==> src/rtl/reg_18_rx.sv <==
// reg_18_rx -- serial-to-parallel receiver, the far end of the 18-bit shift-out link.
//
// Collects LSB-first serial bits into a WIDTH-bit word and parks the finished
// word in a one-entry output buffer. Downstream logic takes it through a
// valid/ready handshake. A word that finishes while the buffer is still
// occupied (and not being taken that same cycle) is dropped, and a sticky
// Overrun flag records the loss.
//
// Ports:
//   Clk          system clock, rising edge
//   Reset        synchronous, active-high; overrides everything
//   Start        one-cycle frame-start pulse (also restarts a frame in flight)
//   Bit_En       bit strobe; Serial_In is captured when high
//   Serial_In    serial data, LSB first
//   Data_Ready   downstream takes Data_Out this cycle
//   Clr_Overrun  clears Overrun (a new overrun in the same cycle wins)
//   Data_Out     buffered word
//   Data_Valid   Data_Out holds a word not yet taken
//   Busy         frame in progress
//   Overrun      sticky: a completed word was dropped
module reg_18_rx #(
   parameter int WIDTH = 18            // 2..31, bounded by the 5-bit counter
) (
   input  logic             Clk,
   input  logic             Reset,
   input  logic             Start,
   input  logic             Bit_En,
   input  logic             Serial_In,
   input  logic             Data_Ready,
   input  logic             Clr_Overrun,
   output logic [WIDTH-1:0] Data_Out,
   output logic             Data_Valid,
   output logic             Busy,
   output logic             Overrun
);

   typedef enum logic {IDLE, SHIFT} state_t;

   localparam logic [4:0] CNT_LAST = 5'(WIDTH - 1);

   state_t           state_q, state_d;
   logic [4:0]       cnt_q, cnt_d;
   logic [WIDTH-1:0] shift_q, shift_d;
   logic [WIDTH-1:0] data_q, data_d;
   logic             valid_q, valid_d;
   logic             ovr_q, ovr_d;

   logic             complete;
   logic             accept;
   logic [WIDTH-1:0] candidate;

   // The incoming bit enters at the top, so after WIDTH shifts the first bit
   // received sits in bit 0.
   assign candidate = {Serial_In, shift_q[WIDTH-1:1]};
   assign accept    = valid_q & Data_Ready;

   always_ff @(posedge Clk) begin
      if (Reset) begin
         state_q <= IDLE;
         cnt_q   <= '0;
         shift_q <= '0;
         data_q  <= '0;
         valid_q <= 1'b0;
         ovr_q   <= 1'b0;
      end else begin
         state_q <= state_d;
         cnt_q   <= cnt_d;
         shift_q <= shift_d;
         data_q  <= data_d;
         valid_q <= valid_d;
         ovr_q   <= ovr_d;
      end
   end

   // Frame sequencing. Start always wins over a coincident Bit_En, and the
   // shift register is never cleared on Start: stale bits are shifted out
   // before the frame completes, so they cannot reach the output.
   always_comb begin
      state_d  = state_q;
      cnt_d    = cnt_q;
      shift_d  = shift_q;
      complete = 1'b0;
      case (state_q)
         IDLE: begin
            if (Start) begin
               state_d = SHIFT;
               cnt_d   = '0;
            end
         end
         SHIFT: begin
            if (Start) begin
               cnt_d = '0;
            end else if (Bit_En) begin
               shift_d = candidate;
               if (cnt_q == CNT_LAST) begin
                  complete = 1'b1;
                  state_d  = IDLE;
                  cnt_d    = '0;
               end else begin
                  cnt_d = cnt_q + 5'd1;
               end
            end
         end
         default: begin
            state_d = IDLE;
            cnt_d   = '0;
         end
      endcase
   end

   // Output buffer and overrun tracking. A word being taken this cycle frees
   // the slot in time for a word completing on the same edge.
   always_comb begin
      data_d  = data_q;
      valid_d = valid_q;
      ovr_d   = ovr_q;
      if (Clr_Overrun) ovr_d = 1'b0;
      if (complete) begin
         if (!valid_q || accept) begin
            data_d  = candidate;
            valid_d = 1'b1;
         end else begin
            ovr_d = 1'b1;
         end
      end else if (accept) begin
         valid_d = 1'b0;
      end
   end

   assign Data_Out   = data_q;
   assign Data_Valid = valid_q;
   assign Busy       = (state_q == SHIFT);
   assign Overrun    = ovr_q;

endmodule

==> config.mk <==
export PLATFORM = sky130hd
export DESIGN_NAME = reg_18_rx
export DESIGN_NICKNAME = d
export VERILOG_FILES = /design/src/rtl/reg_18_rx.sv
export SDC_FILE = /design/constraint.sdc
export NUM_CORES = 1
export LEC_CHECK = 0
export CAP_MARGIN = 20
export CORE_MARGIN = 1
export CORE_UTILIZATION = 35
export DETAILED_ROUTE_END_ITERATION = 12
export PLACE_DENSITY = 0.65
export SETUP_SLACK_MARGIN = 0.5
export SLEW_MARGIN = 20
export SYNTH_ARGS = -nofsm -noshare
export SYNTH_HDL_FRONTEND = slang
export SYNTH_SLANG_ARGS = --single-unit
==> constraint.sdc <==
create_clock -name Clk -period 3.3 [get_ports Clk]
set_input_delay 0.33 -clock Clk [delete_from_list [all_inputs] [get_ports Clk]]
set_output_delay 0.33 -clock Clk [all_outputs]
set_load 0.02 [all_outputs]
==> out/summary.txt, run 1 <==
Final WS setup - 1440 ps
Required @ worst endpoint - 3530 ps
CTS H-Tree Depth - 2
Clock slew at reported path FFs - 80 ps
Fmax - 0.537 GHz
Mapped Cells - 200
Post-CTS Hold Fix Bufs - 0
Status - finished, final reports clean
Sequential share of the synthesized area - 47.3%
Vias in the first global route - 1182
Wire per inst - 11.0 um
Rel. slew slack - 47.5%
Synth Warn # - 0
Synth area leaders - dfxtp_1 47%, nand2b_1 13%, mux2i_1 9.9%
Worst-margin pin slew - 787 ps
Worst Setup End Kind - register
DP Area - 0.00213 mm2
Via count - 1336
Distinct cell type count after synthesis - 28
Synth Area in XOR/XNOR - 0.481%
I/O Buffers - 27
Post-route ant nets - 0
Max Cap Violations - 0
Compound-Gate Fraction of Synth Area - 8.18%
Synth Area in Simple Gates - 27.7%
Synth area leader - dfxtp_1
Initial antenna violation count - 0
Synthesized area per cell - 9.10 um2
1st-iter DRT viols - 80
GRT Util Overall - 12.5%
Peak supply drop - 0.242 mV
Synthesized-area fraction occupied by adder cells - 1.37%
Final hold violation count - 0
Fin. max-slew vios - 0
Residual DRC count - 0
Mapped Nets - 209
CP max stage cell - dfxtp_1
Largest family of logic cells by synthesized area - simple AND/OR/NAND/NOR gates
Final instance area - 0.00222 mm2
Clock Path Buffers - 2
DRT Wirelength - 3200 um
First-pass GRT wire length - 5280 um
Largest net degree at the start of global routing - 63
Layout Nets - 233
Die X - 74.1 um
Drt via density - 4.58
Max FO, Critical Path - 13
Post-CTS Setup Bufs - 0
Full die area - 0.00549 mm2
Grt total ovfl - 0
Post-synth top area share - 47.3%
WHS - 466 ps
Initial core utilization - 37.5%
Setup WS pre-CTS - 1150 ps
# setup viols final - 0
GPL Wtd Cong - 0.758
Critical path buffers and inverters - 1
CTS tree - yes
Core area - 0.00485 mm2
TritonCTS Sinks - 43
Critical path class - reg -> reg
# IOs - 28
Root Driver - clkbuf_8
Synthesis-to-finish area growth - 21.9%
CTS Buf Count - 5
Antenna cell count - 0
CP delay by family, top - simple AND/OR/NAND/NOR gates
Yosys reg bits - 43
Post-layout minimum cycle time - 1860 ps
1st-pass router iterations - 4
Synthesized area - 0.00182 mm2
Die height - 74.1 um
Lkg Pwr - 0.687 nW
WP data arrival - 2090 ps
Largest stage delay on the critical path - 420 ps
Layout cell share with drive strength beyond 1 - 6.22%
Worst-Skew Late Latency - 300 ps
Final period util - 56.4%
RSZ-0062 raised after global routing - false
Critical path cell sequence - ha_1, nand4bb_4, nor3_4, buf_4, mux2i_1
Mux cell area share after synthesis - 9.90%
Worst Skew - 1.73 ps
Row cnt - 25
Post-CTS Resized - 0
Min-delay worst type - reg -> reg
PwrDens - 408 mW/mm2
Setup_tns - 0 ps
Nature of the critical path startpoint - register
Post-DP HPWL - 2030 um
-- layout make-up --
| type | count | area (um2) |
|---|---|---|
| multi-input cells | 140 | 873 |
| well taps | 67 | 83.8 |
| clock buffers | 5 | 68.8 |
| flip-flops and latches | 43 | 861 |
| fillers | 461 | 2630 |
| clock inverters | 3 | 25.0 |
| repair buffers | 30 | 293 |
| inverters | 4 | 15.0 |
-- final timing paths --
kind / startpoint / to / cells after the start / slack, ps
max reg2reg: cnt_q[0]$_SDFFE_PP0P_ / Data_Out[1]$_SDFFE_PP0P_ / 5 / 1440
max: cnt_q[0]$_SDFFE_PP0P_ / Data_Out[1]$_SDFFE_PP0P_ / 5 / 1440
min: shift_q[1]$_SDFFE_PP0P_ / shift_q[1]$_SDFFE_PP0P_ / 2 / 470
min reg2reg: shift_q[1]$_SDFFE_PP0P_ / shift_q[1]$_SDFFE_PP0P_ / 2 / 470
-- logic make-up after synthesis --
logic type	after synthesis
buf+inv	17
xor+xnor	1
fa+ha+maj	2
simple gates	91
flops	43
compound gates	28
mux	18
-- cells in the final DEF (no fill, tap or decap), drive strengths merged --
cell | synthesis | layout
dfxtp | 43 | 43
a21oi | 23 | 23
nor2b | 1 | 1
and3b | 1 | 1
o31ai | 1 | 1
ha | 2 | 2
inv | 4 | 4
nand3 | 3 | 3
nand2b | 37 | 37
clkbuf | 6 | 5
nand4 | 1 | 1
or3 | 2 | 2
nand4bb | 1 | 1
nand4b | 1 | 1
nand3b | 2 | 2
and4bb | 1 | 1
a32oi | 1 | 1
xor2 | 1 | 1
nand2 | 38 | 38
nor3 | 1 | 1
nor2 | 2 | 2
mux2i | 18 | 18
clkinv | 0 | 2
clkinvlp | 0 | 1
buf | 7 | 3
o21ai | 1 | 1
clkdlybuf4s50 | 0 | 27
a31oi | 2 | 2
-- flip-flops by register name, indices dropped and copies added, names as in the netlist --
name,cells
Busy,1
Data_Out,18
Data_Valid,1
Overrun,1
cnt_q,5
shift_q,17
-- power by group --
part	internal [mW]	total, mW	switching (mW)
clock	0.151	0.345	0.193
combinational	0.0184	0.0392	0.0208
sequential	0.520	0.522	0.00199
-- synthesized netlist by cell type (all sizes together) --
cell type / count
nand3: 3
buf: 7
xor2: 1
and3b: 1
o31ai: 1
nand2: 38
a21oi: 23
clkbuf: 6
nand4b: 1
nand3b: 2
mux2i: 18
and4bb: 1
a32oi: 1
nor2: 2
ha: 2
or3: 2
a31oi: 2
nand4bb: 1
inv: 4
o21ai: 1
dfxtp: 43
nor3: 1
nand2b: 37
nor2b: 1
nand4: 1
-- routing by layer --
layer  vias to the layer above  share of wire, %  global-route usage, %
met5                         -                 0                      0
met4                         0               1.7                   5.77
met3                         7               4.4                   4.47
met2                        23                42                   18.8
met1                       599                52                   16.2
li1                        707                 -                      -
-- stage by stage --
step | power, mW | utilization, % | cells
after global placement | 0.574 | 43.8 | 284
after detailed placement | 0.574 | 43.8 | 284
after floorplan | 0.559 | - | 200
final | 0.906 | 45.8 | 292
after global routing | 0.947 | 45.8 | 292
after CTS | 0.917 | 45.8 | 292
-- worst reg2reg max path, cell delays in order (launching register included) --
cell and delay, ps:
dfxtp_1 420, ha_1 240, nand4bb_4 180, nor3_4 400, buf_4 330, mux2i_1 220
No activity file was read; power rests on OpenSTA's default activity.
==> run 2, diff against run 1 <==
- PLACE_DENSITY: 0.65 -> 0.67
- clock period: 3.3 -> 1.65 ns (I/O delays scaled with it)
==> run 2 against run 1 <==
Global-route usage increased by 2.3 points. Register-to-register slack worse by 1200 ps. Routed wire length up 25%. Cell area grew 18%. Final cell count up 6.2%. Utilization is 8.4 points higher. Clock power is 140% higher. First-iteration DRC count up 1.3%. Power increased by 120%. Largest cell class unchanged. Highest routed layer unchanged.
==> out/summary.txt, run 2 (synthesized netlist as in run 1, its figures left out) <==
Clock slew at reported path FFs - 80 ps (about the same)
Fill count - 433 (-6.1%)
Hold path depth - 5 (+3)
1st-iter DRT viols - 81 (+1.3%)
RSZ-0062 raised after global routing - true
Peak supply drop - 0.410 mV (+70%)
Layout cell share with drive strength beyond 1 - 27.2% (+21 points)
TritonCTS Sinks - 43 (unchanged)
Synthesis-to-finish area growth - 44.3%
Antenna cell count - 0 (unchanged)
Worst-Skew Late Latency - 300 ps (about the same)
Grt total ovfl - 0 (unchanged)
Die height - 74.1 um (unchanged)
First-pass GRT wire length - 6120 um (+16%)
Initial antenna violation count - 0 (unchanged)
Final instance area - 0.00263 mm2 (+18%)
PwrDens - 757 mW/mm2 (+86%)
Required @ worst endpoint - 1880 ps (-1650 ps)
Root Driver - clkbuf_8
Max reg flops - 18 (unchanged)
Fin. max-slew vios - 0 (unchanged)
Status - finished, final reports clean
Row cnt - 25 (unchanged)
FF-to-FF path depth - 7 (+2)
I/O Buffers - 27 (unchanged)
Setup_tns - 0 ps (unchanged)
Full die area - 0.00549 mm2 (unchanged)
Final period util - 83.7% (+27 points)
# IOs - 28 (unchanged)
Worst Setup End Kind - register
Largest net degree at the start of global routing - 63 (unchanged)
Max Cap Violations - 0 (unchanged)
Die X - 74.1 um (unchanged)
Critical path depth - 7 (+2)
Max FO, Critical Path - 5 (-8)
Area of the multi-input gates - 966 um2 (+11%)
Post-layout minimum cycle time - 1380 ps (-479 ps)
GRT Util Overall - 14.8% (+2.3 points)
Worst-margin pin slew - 406 ps (-381 ps)
Largest stage delay on the critical path - 330 ps (-90 ps)
CP delay by family, top - buffers and inverters
Rel. slew slack - 72.9% (+25 points)
Core area - 0.00485 mm2 (unchanged)
CTS tree - yes
Post-CTS Hold Fix Bufs - 0 (unchanged)
DRT Wirelength - 4000 um (+25%)
Vias in the first global route - 1298 (+9.8%)
WP data arrival - 1610 ps (-480 ps)
Drt via density - 4.75 (+3.9%)
1st-pass router iterations - 4 (unchanged)
CTS Buf Count - 5 (unchanged)
Clock Path Buffers - 2 (unchanged)
Critical path class - reg -> reg
Commonest non-fill, non-tap cells in the layout - 40 x dfxtp_1, 37 x nand2b_1, 32 x nand2_1, 18 x mux2i_1, 14 x a21oi_1
Post-route ant nets - 0 (unchanged)
Layout Nets - 251 (+7.7%)
Register Area - 870 um2 (+1.0%)
Min-delay worst type - in -> reg
Post-DP HPWL - 1960 um (-3.5%)
CTS H-Tree Depth - 2 (unchanged)
Critical path buffers and inverters - 3 (+2)
Via count - 1474 (+10%)
Wire per inst - 12.9 um (+18%)
GPL Wtd Cong - 0.756 (-0.17%)
Initial core utilization - 37.5% (unchanged)
Commonest non-fill, non-tap cell in the layout - dfxtp_1
Worst Skew - 8.21 ps (+6.48 ps)
Fmax - 0.724 GHz (+35%)
Residual DRC count - 0 (unchanged)
Nature of the critical path startpoint - register
DP Area - 0.00220 mm2 (+3.7%)
Lkg Pwr - 0.940 nW (+37%)
Final hold violation count - 0 (unchanged)
# setup viols final - 0 (unchanged)
Critical path cell sequence - inv_2, ha_4, nand4bb_4, nor3_4, buf_6, buf_16, mux2i_1
CP max stage cell - dfxtp_2
run 2: cell type report:
cell class | instances | area share (%)
repair buffers | 48 | 22.1
clock inverters | 3 | 1.67
inverters | 4 | 0.572
flip-flops and latches | 43 | 33.1
well taps | 67 | 3.19
multi-input cells | 140 | 36.8
clock buffers | 5 | 2.62
run 2: repair_timing:
action	CTS	global route
buffers inserted	6	3
gates cloned	4	2
gates resized for setup	34	57
setup endpoints to repair	44	64
pin swaps	3	11
run 2: stage by stage:
stage / setup slack, ps / power [mW] / instances / hold WS, ps / util, %
finish: 269 / 1.99 / 310 / 330 / 54.2
global route: 194 / 2.06 / 310 / 357 / 54.2
CTS: 278 / 1.99 / 305 / 357 / 51.1
detailed placement: 67.1 / 1.16 / 287 / 453 / 45.5
global placement: 118 / 1.16 / 287 / 446 / 45.5
floorplan: 327 / 1.12 / 200 / 284 / -
run 2: worst reg2reg max path, stage by stage (launching register included):
cell	delay, ps
dfxtp_2	330
inv_2	60
ha_4	140
nand4bb_4	130
nor3_4	190
buf_6	180
buf_16	130
mux2i_1	160
run 2: worst paths after layout:
path                                 from                       end  slack [ps]
setup reg to reg    cnt_q[1]$_SDFFE_PP0P_  Data_Out[0]$_SDFFE_PP0P_         270
setup / recovery    cnt_q[1]$_SDFFE_PP0P_  Data_Out[0]$_SDFFE_PP0P_         270
hold reg to reg   shift_q[1]$_SDFFE_PP0P_   shift_q[1]$_SDFFE_PP0P_         470
hold / removal                     Bit_En     cnt_q[2]$_SDFFE_PP0P_         330
run 2: layer usage:
layer | vias to the layer above | GRT usage (%) | share of wire (%)
li1 | 749 | - | -
met1 | 690 | 18.8 | 47
met2 | 29 | 23.7 | 47
met3 | 6 | 4.74 | 4.2
met4 | 0 | 5.13 | 1.4
met5 | - | 0 | 0
run 2: where the power goes:
group          internal [mW]  total (mW)  switching, mW
Clock                  0.451       0.822          0.371
Combinational         0.0675       0.124         0.0568
Sequential              1.04        1.04        0.00363
Total                   1.56        1.99          0.432
